==> src/rtl/imem_pkg.sv <==
// Shared instruction-memory parameters and loader state encoding.
// Used by the boot loader and by the instruction memory itself.
package imem_pkg;

    localparam int IMEM_ADDR_W = 10;
    localparam int IMEM_DEPTH  = 1024;

    typedef enum logic [2:0] {
        IDLE,
        LEN_HI,
        LEN_LO,
        DATA_HI,
        DATA_LO,
        WRITE,
        DONE
    } loader_state_t;

endpackage

==> src/rtl/imem_loader.sv <==
// Boot loader: length-prefixed big-endian byte stream into
// sequential 16-bit instruction memory writes, core held meanwhile.
import imem_pkg::*;

module imem_loader #(
    parameter int ADDR_W = IMEM_ADDR_W,
    parameter int DEPTH  = IMEM_DEPTH
) (
    input  logic              clk,
    input  logic              rst_n,
    input  logic              start,
    input  logic              abort,
    input  logic [7:0]        byte_data,
    input  logic              byte_valid,
    output logic              byte_ready,
    output logic              imem_we,
    output logic [ADDR_W-1:0] imem_addr,
    output logic [15:0]       imem_wdata,
    output logic              busy,
    output logic              cpu_hold,
    output logic              done,
    output logic              error
);

    localparam logic [16:0] DEPTH17 = 17'(DEPTH);

    loader_state_t     state;
    logic [15:0]       len;
    logic [ADDR_W:0]   cnt;
    logic              hs;
    logic              kill;
    logic [15:0]       n_new;
    logic [16:0]       cnt_nx;

    assign hs     = byte_valid && byte_ready;
    assign n_new  = {len[15:8], byte_data};
    assign cnt_nx = 17'(cnt) + 17'd1;

    // abort only bites while a load is genuinely in flight
    assign kill = abort && (state != IDLE) && (state != DONE);

    assign byte_ready = (state == LEN_HI) || (state == LEN_LO) ||
                        (state == DATA_HI) || (state == DATA_LO);
    assign busy       = (state != IDLE);
    assign cpu_hold   = busy;
    assign done       = (state == DONE);
    assign imem_we    = (state == WRITE) && !abort;

    always_ff @(posedge clk or negedge rst_n) begin
        if (!rst_n) begin
            state      <= IDLE;
            len        <= '0;
            cnt        <= '0;
            imem_addr  <= '0;
            imem_wdata <= '0;
            error      <= 1'b0;
        end else if (kill) begin
            state <= IDLE;
            error <= 1'b1;
        end else begin
            unique case (state)
                IDLE: begin
                    if (start) begin
                        state     <= LEN_HI;
                        error     <= 1'b0;
                        cnt       <= '0;
                        imem_addr <= '0;
                    end
                end
                LEN_HI: begin
                    if (hs) begin
                        len[15:8] <= byte_data;
                        state     <= LEN_LO;
                    end
                end
                LEN_LO: begin
                    if (hs) begin
                        len[7:0] <= byte_data;
                        if (n_new == 16'd0 || {1'b0, n_new} > DEPTH17) begin
                            state <= IDLE;
                            error <= 1'b1;
                        end else begin
                            state <= DATA_HI;
                        end
                    end
                end
                DATA_HI: begin
                    if (hs) begin
                        imem_wdata[15:8] <= byte_data;
                        state            <= DATA_LO;
                    end
                end
                DATA_LO: begin
                    if (hs) begin
                        imem_wdata[7:0] <= byte_data;
                        state           <= WRITE;
                    end
                end
                WRITE: begin
                    cnt <= cnt + 1'b1;
                    // hold the address on the last word so it never wraps
                    if (cnt_nx == {1'b0, len}) begin
                        state <= DONE;
                    end else begin
                        imem_addr <= imem_addr + 1'b1;
                        state     <= DATA_HI;
                    end
                end
                DONE: begin
                    state <= IDLE;
                end
                default: begin
                    state <= IDLE;
                end
            endcase
        end
    end

endmodule

==> config.mk <==
export PLATFORM = sky130hd
export DESIGN_NAME = imem_loader
export DESIGN_NICKNAME = d
export VERILOG_FILES = /design/src/rtl/imem_pkg.sv /design/src/rtl/imem_loader.sv
export SDC_FILE = /design/constraint.sdc
export NUM_CORES = 1
export LEC_CHECK = 0
export CAP_MARGIN = 20
export CORE_ASPECT_RATIO = 1.2
export CORE_UTILIZATION = 33
export DETAILED_ROUTE_END_ITERATION = 7
export HOLD_SLACK_MARGIN = 0.03
export SYNTH_ARGS = -nofsm -noshare
export SYNTH_HDL_FRONTEND = slang
export SYNTH_SLANG_ARGS = --single-unit
==> constraint.sdc <==
create_clock -name clk -period 2.39 [get_ports clk]
set_clock_uncertainty 0.1 [all_clocks]
set_input_delay 0.478 -clock clk [delete_from_list [all_inputs] [get_ports clk]]
set_output_delay 0.478 -clock clk [all_outputs]
set_load 0.005 [all_outputs]
# Word level (Yosys, flattened, before mapping)
# Cells that the tools add are included.
# totals
reg_bits,57
word_cells,70
# op_classes
bitwise_logic,1
eq_ne,16
magnitude_cmp,1
add_sub_neg,3
reduce_logical,22
muxes,19
# op_table
operator,count
$pmux W11 S2,1
$mux W3,7
$mux W10,2
$pmux W10 S2,1
$ne A3 B3 Y1 const B,6
$pmux W3 S6,1
$eq A12 B16 Y1,1
$gt A16 B11 Y1 const B,1
$logic_not A16 Y1,1
$reduce_and A3 Y1,5
$add A11 B1 Y12 const B,1
$add A11 B1 Y11 const B,1
$mux W11,1
$add A10 B1 Y10 const B,1
$eq A3 B3 Y1 const B,3
$reduce_and A4 Y1,2
$eq A3 B2 Y1 const B,2
$reduce_bool A3 Y1,2
$reduce_and A5 Y1,1
$logic_and A1 B1 Y1,4
$logic_or A1 B1 Y1,4
$mux W1,4
$ne A2 B2 Y1 const B,2
$eq A3 B1 Y1 const B,1
other kinds (7),7

# Depth between registers and ports, before layout
# depth
word_depth,8
ltp_mapped,10
ltp_nobuf,8

# Least setup slack after synthesis
# No wires, ideal clock.
# synth_path
path_kind,flip-flop to flip-flop
startpoint,register cnt[0]
endpoint,register imem_addr[9]
path_stages_with_launch,10
path_buffers,1
t_arrival_ns,2.380
path_slack_ns,-0.163
required_ns,2.217
setup_time_ns,0.073
path_cell_list,dfrtp_1 > ha_1 > buf_2 > and2_0 > nor4b_2 > xnor2_1 > o2111ai_2 > or4_4 > a21o_1 > a21oi_2
# synth_via
elab_chain_len,4
# synth_lines
element,line_no,text
"start, declared",imem_loader.sv:29,logic [ADDR_W:0] cnt;
"start signal, assigned",imem_loader.sv:100,cnt <= cnt + 1'b1;
$add A11 B1 Y12,imem_loader.sv:37,assign cnt_nx = 17'(cnt) + 17'd1;
$eq A12 B16 Y1,imem_loader.sv:102,"if (cnt_nx == {1'b0, len}) begin"
$ne A2 B2 Y1 (no line),-,
$reduce_and A4 Y1 (no line),-,
"end signal, assigned",imem_loader.sv:105,imem_addr <= imem_addr + 1'b1;
"end, declared",imem_loader.sv:17,"output logic [ADDR_W-1:0] imem_addr,"
# No other way between the ends.
# A chain may end at the register's enable or synchronous reset.

# Final worst setup path
# layout_path
startpoint,register cnt[1]
endpoint,register imem_addr[9]
# Same word-level chain as after synthesis.

==> flow_summary.json <==
{
  "clk_pin_slew_ns": 0.08,
  "avgSynthCellArea_um2": 10.25,
  "htreeDepth": 3,
  "crit_top_cell": "or4_4",
  "internal_power_mw": 2.595,
  "setup_violations": 4,
  "die_y_um": 109.0,
  "synth_edf_count": 0,
  "status": "finished, violations left",
  "cts_buffer_depth": 2,
  "final_cell_mix": "55 x dfrtp_1, 46 x buf_4, 42 x clkdlybuf4s50_1, 32 x nand2_1, 32 x mux2_2",
  "p_total_mw": 3.856,
  "min_path_type": "in -> reg",
  "power.density_nw_per_um2": 885.3,
  "drt_wl_total_um": 7888,
  "drc": 0,
  "io_pins": 45,
  "cts_root_buf": "clkbuf_8",
  "place_ws_ns": -0.1496,
  "cellLeakagePower_nw": 1.846,
  "grt_start_max_net_pins": 37,
  "route.antenna.remaining_nets": 0,
  "layout_min_cycle_time_ns": 2.439,
  "crit_buf_inv": 0,
  "synth_warnings": 0,
  "slew_viol_final": 0,
  "slowest_delay_ns": 0.54,
  "via_per_inst": 5.134,
  "power_frac_seq_pct": 38.7,
  "fp.coreArea_um2": 9129,
  "fin_ws_ns": -0.04859,
  "antenna_cells": 0,
  "async_flop_share_pct": 100.0,
  "postPlaceCellArea_um2": 3955,
  "startpoint_type": "flip-flop",
  "synth_cells": 307,
  "hold_viol_final": 0,
  "cts_buffers": 9,
  "worstMarginPinSlew_ns": 0.7213,
  "crit_required_ns": 2.56,
  "dp_hpwl_um": 5735,
  "cts_sinks": 57,
  "relSlewSlack_pct": 51.50,
  "yosysUniqueCellTypes": 56,
  "fp-row-count": 38,
  "power_frac_comb_pct": 37.1,
  "place_inst": 495,
  "grtUsageTotal_pct": 16.84,
  "power.share.clock_pct": 24.3,
  "drtIter0Drc": 176,
  "dr_total_vias": 2675,
  "synth_area_um2": 3146,
  "violations": "negative setup slack",
  "fmax_mhz": 410.1,
  "synth_ff_type": "dfrtp_1",
  "yosysSeqAreaShare_pct": 45.35,
  "cpLargestDelayFamily": "simple AND/OR/NAND/NOR gates",
  "drt_pass1_iterations": 4,
  "wl_per_cell_um": 15.14,
  "synth_seq_cells": 57,
  "clock_latency_ns": 0.34,
  "grt_pass1_wl_um": 13070,
  "area.growth.synth_to_final_pct": 38.46,
  "slowest_stage": "or4_4",
  "synthTopCellsByArea": "dfrtp_1 45%, mux2_2 11%, nand2_1 3.9%, o21ai_0 2.9%, xnor2_1 2.2%",
  "synth_top_area_share_pct": 45.35,
  "gp_congestion": 0.8168,
  "nets": 411,
  "switching_share_pct": 32.69,
  "rsz0062_at_grt": "yes",
  "die_width_um": 91.13,
  "path_cells": "nand3_2 -> or4_4 -> a32oi_2 -> mux2i_4 -> or4_4 -> a21o_1 -> a21oi_2",
  "crit_path_end_kind": "flip-flop",
  "synth_nets": 322,
  "yosysTopAreaCell": "dfrtp_1",
  "cp_max_fo": 5,
  "crit_arrival_ns": 2.61,
  "initial_core_util_pct": 34.46,
  "final_common_cell": "dfrtp_1",
  "drive_gt1_share_pct": 33.42,
  "min_period_over_period_pct": 102.0,
  "portBuffers": 44,
  "drv_cap": 0,
  "grt_overflow_total": 0,
  "cts_tree": "built",
  "fin_cells": 521,
  "antenna_found_initial": 0,
  "path_class": "reg -> reg",
  "dieArea_um2": 9928,
  "final_area_um2": 4355,
  "ir_drop_mv": 0.5920,
  "power_switching_mw": 1.260,
  "grt_pass1_vias": 2695
}
worst reg2reg max path, stage by stage, from the launching register on:
cell,delay (ns)
dfrtp_1,0.41
nand3_2,0.15
or4_4,0.54
a32oi_2,0.27
mux2i_4,0.11
or4_4,0.50
a21o_1,0.18
a21oi_2,0.11
through the flow:
step	setup TNS (ns)	utilization (%)	hold WS [ns]
5_1_grt	-1.097	47.71	0.4118
3_5_place_dp	-0.3549	43.33	0.3832
4_1_cts	-0.005193	46.48	0.4089
2_1_floorplan	0	-	0.08241
3_3_place_gp	-0.1816	43.33	0.3868
6_report	-0.07412	47.71	0.4042
layer usage:
metal | vias to the layer above | part of all wire (%) | GRT usage [%] | wire length, µm
met5 | - | 0 | 0 | 0
met4 | 0 | 1.2 | 6.916 | 94
met3 | 6 | 3.7 | 3.347 | 295
met2 | 59 | 52 | 29.11 | 4123
met1 | 1313 | 43 | 20.66 | 3374
li1 | 1297 | - | - | -
final cells by class:
| class | instances | area, µm² |
|---|---|---|
| fill | 874 | 4773 |
| multi-input combinational | 228 | 1690 |
| sequential | 57 | 1429 |
| timing repair buffer | 95 | 864.6 |
| tap | 120 | 150.1 |
| clock buffer | 9 | 123.9 |
| clock inverter | 7 | 78.83 |
| inverter | 5 | 18.77 |
state kept, by name, summed over array words and instances, names as in the netlist:
name        count
state           3
imem_addr      10
cnt            11
len            16
imem_wdata     16
error           1
power groups by stage:
| stage | logic (mW) | registers (mW) | clock network (mW) |
|---|---|---|---|
| after detailed placement | 1.33 | 1.50 | 0 |
| final | 1.43 | 1.49 | 0.935 |
| after global routing | 1.55 | 1.53 | 0.983 |
| after floorplan | 0.721 | 1.45 | 0 |
| after CTS | 1.38 | 1.49 | 0.955 |
| after global placement | 1.32 | 1.49 | 0 |
Yosys cell counts, drive strengths merged (3+ instances only):
cell type,count
o211ai,3
dfrtp,57
o21ai,23
a31oi,5
nor3,6
a21o,5
nor2b,4
xor2,8
or4,4
o31ai,8
buf,7
xnor2,8
nand4,7
a21oi,10
nor2,16
nand3,13
mux2,32
or3,9
clkbuf,10
inv,5
nand2,34
nor4,6
kinds of logic after synthesis:
logic type                 Yosys count  share of synthesized area (%)
muxes                               33                          11.77
buffers and inverters               22                          4.415
xor gates and xnor gates            16                          4.455
AOI/OAI and AO/OA                   65                          13.33
and+or+nand+nor                    112                          19.89
adders and majority gates            2                         0.7954
DFF                                 57                          45.35
what timing repair did:
item,4_1_cts,5_1_grt
endpoints found under the hold margin,21,0
hold buffers,1,0
resized for setup,10,13
buffers inserted,4,5
setup endpoints to repair,5,16
pin swaps,7,5
worst paths after layout:
path                                            from                        end  slack, ns  depth (start not counted)
hold / removal                                 abort       state[2]$_DFFE_PN0P_       0.40                          3
hold reg to reg            imem_wdata[2]$_DFFE_PN0P_  imem_wdata[2]$_DFFE_PN0P_       0.40                          1
max in group asynchronous                      rst_n         len[1]$_DFFE_PN0P_       1.25                          3
setup reg to reg                  cnt[1]$_DFFE_PN0P_   imem_addr[9]$_DFFE_PN0P_      -0.05                          7
setup / recovery                  cnt[1]$_DFFE_PN0P_   imem_addr[9]$_DFFE_PN0P_      -0.05                          7
min in group asynchronous                      rst_n       state[1]$_DFFE_PN0P_       0.55                          3
Power figures use the tool's default switching activity.
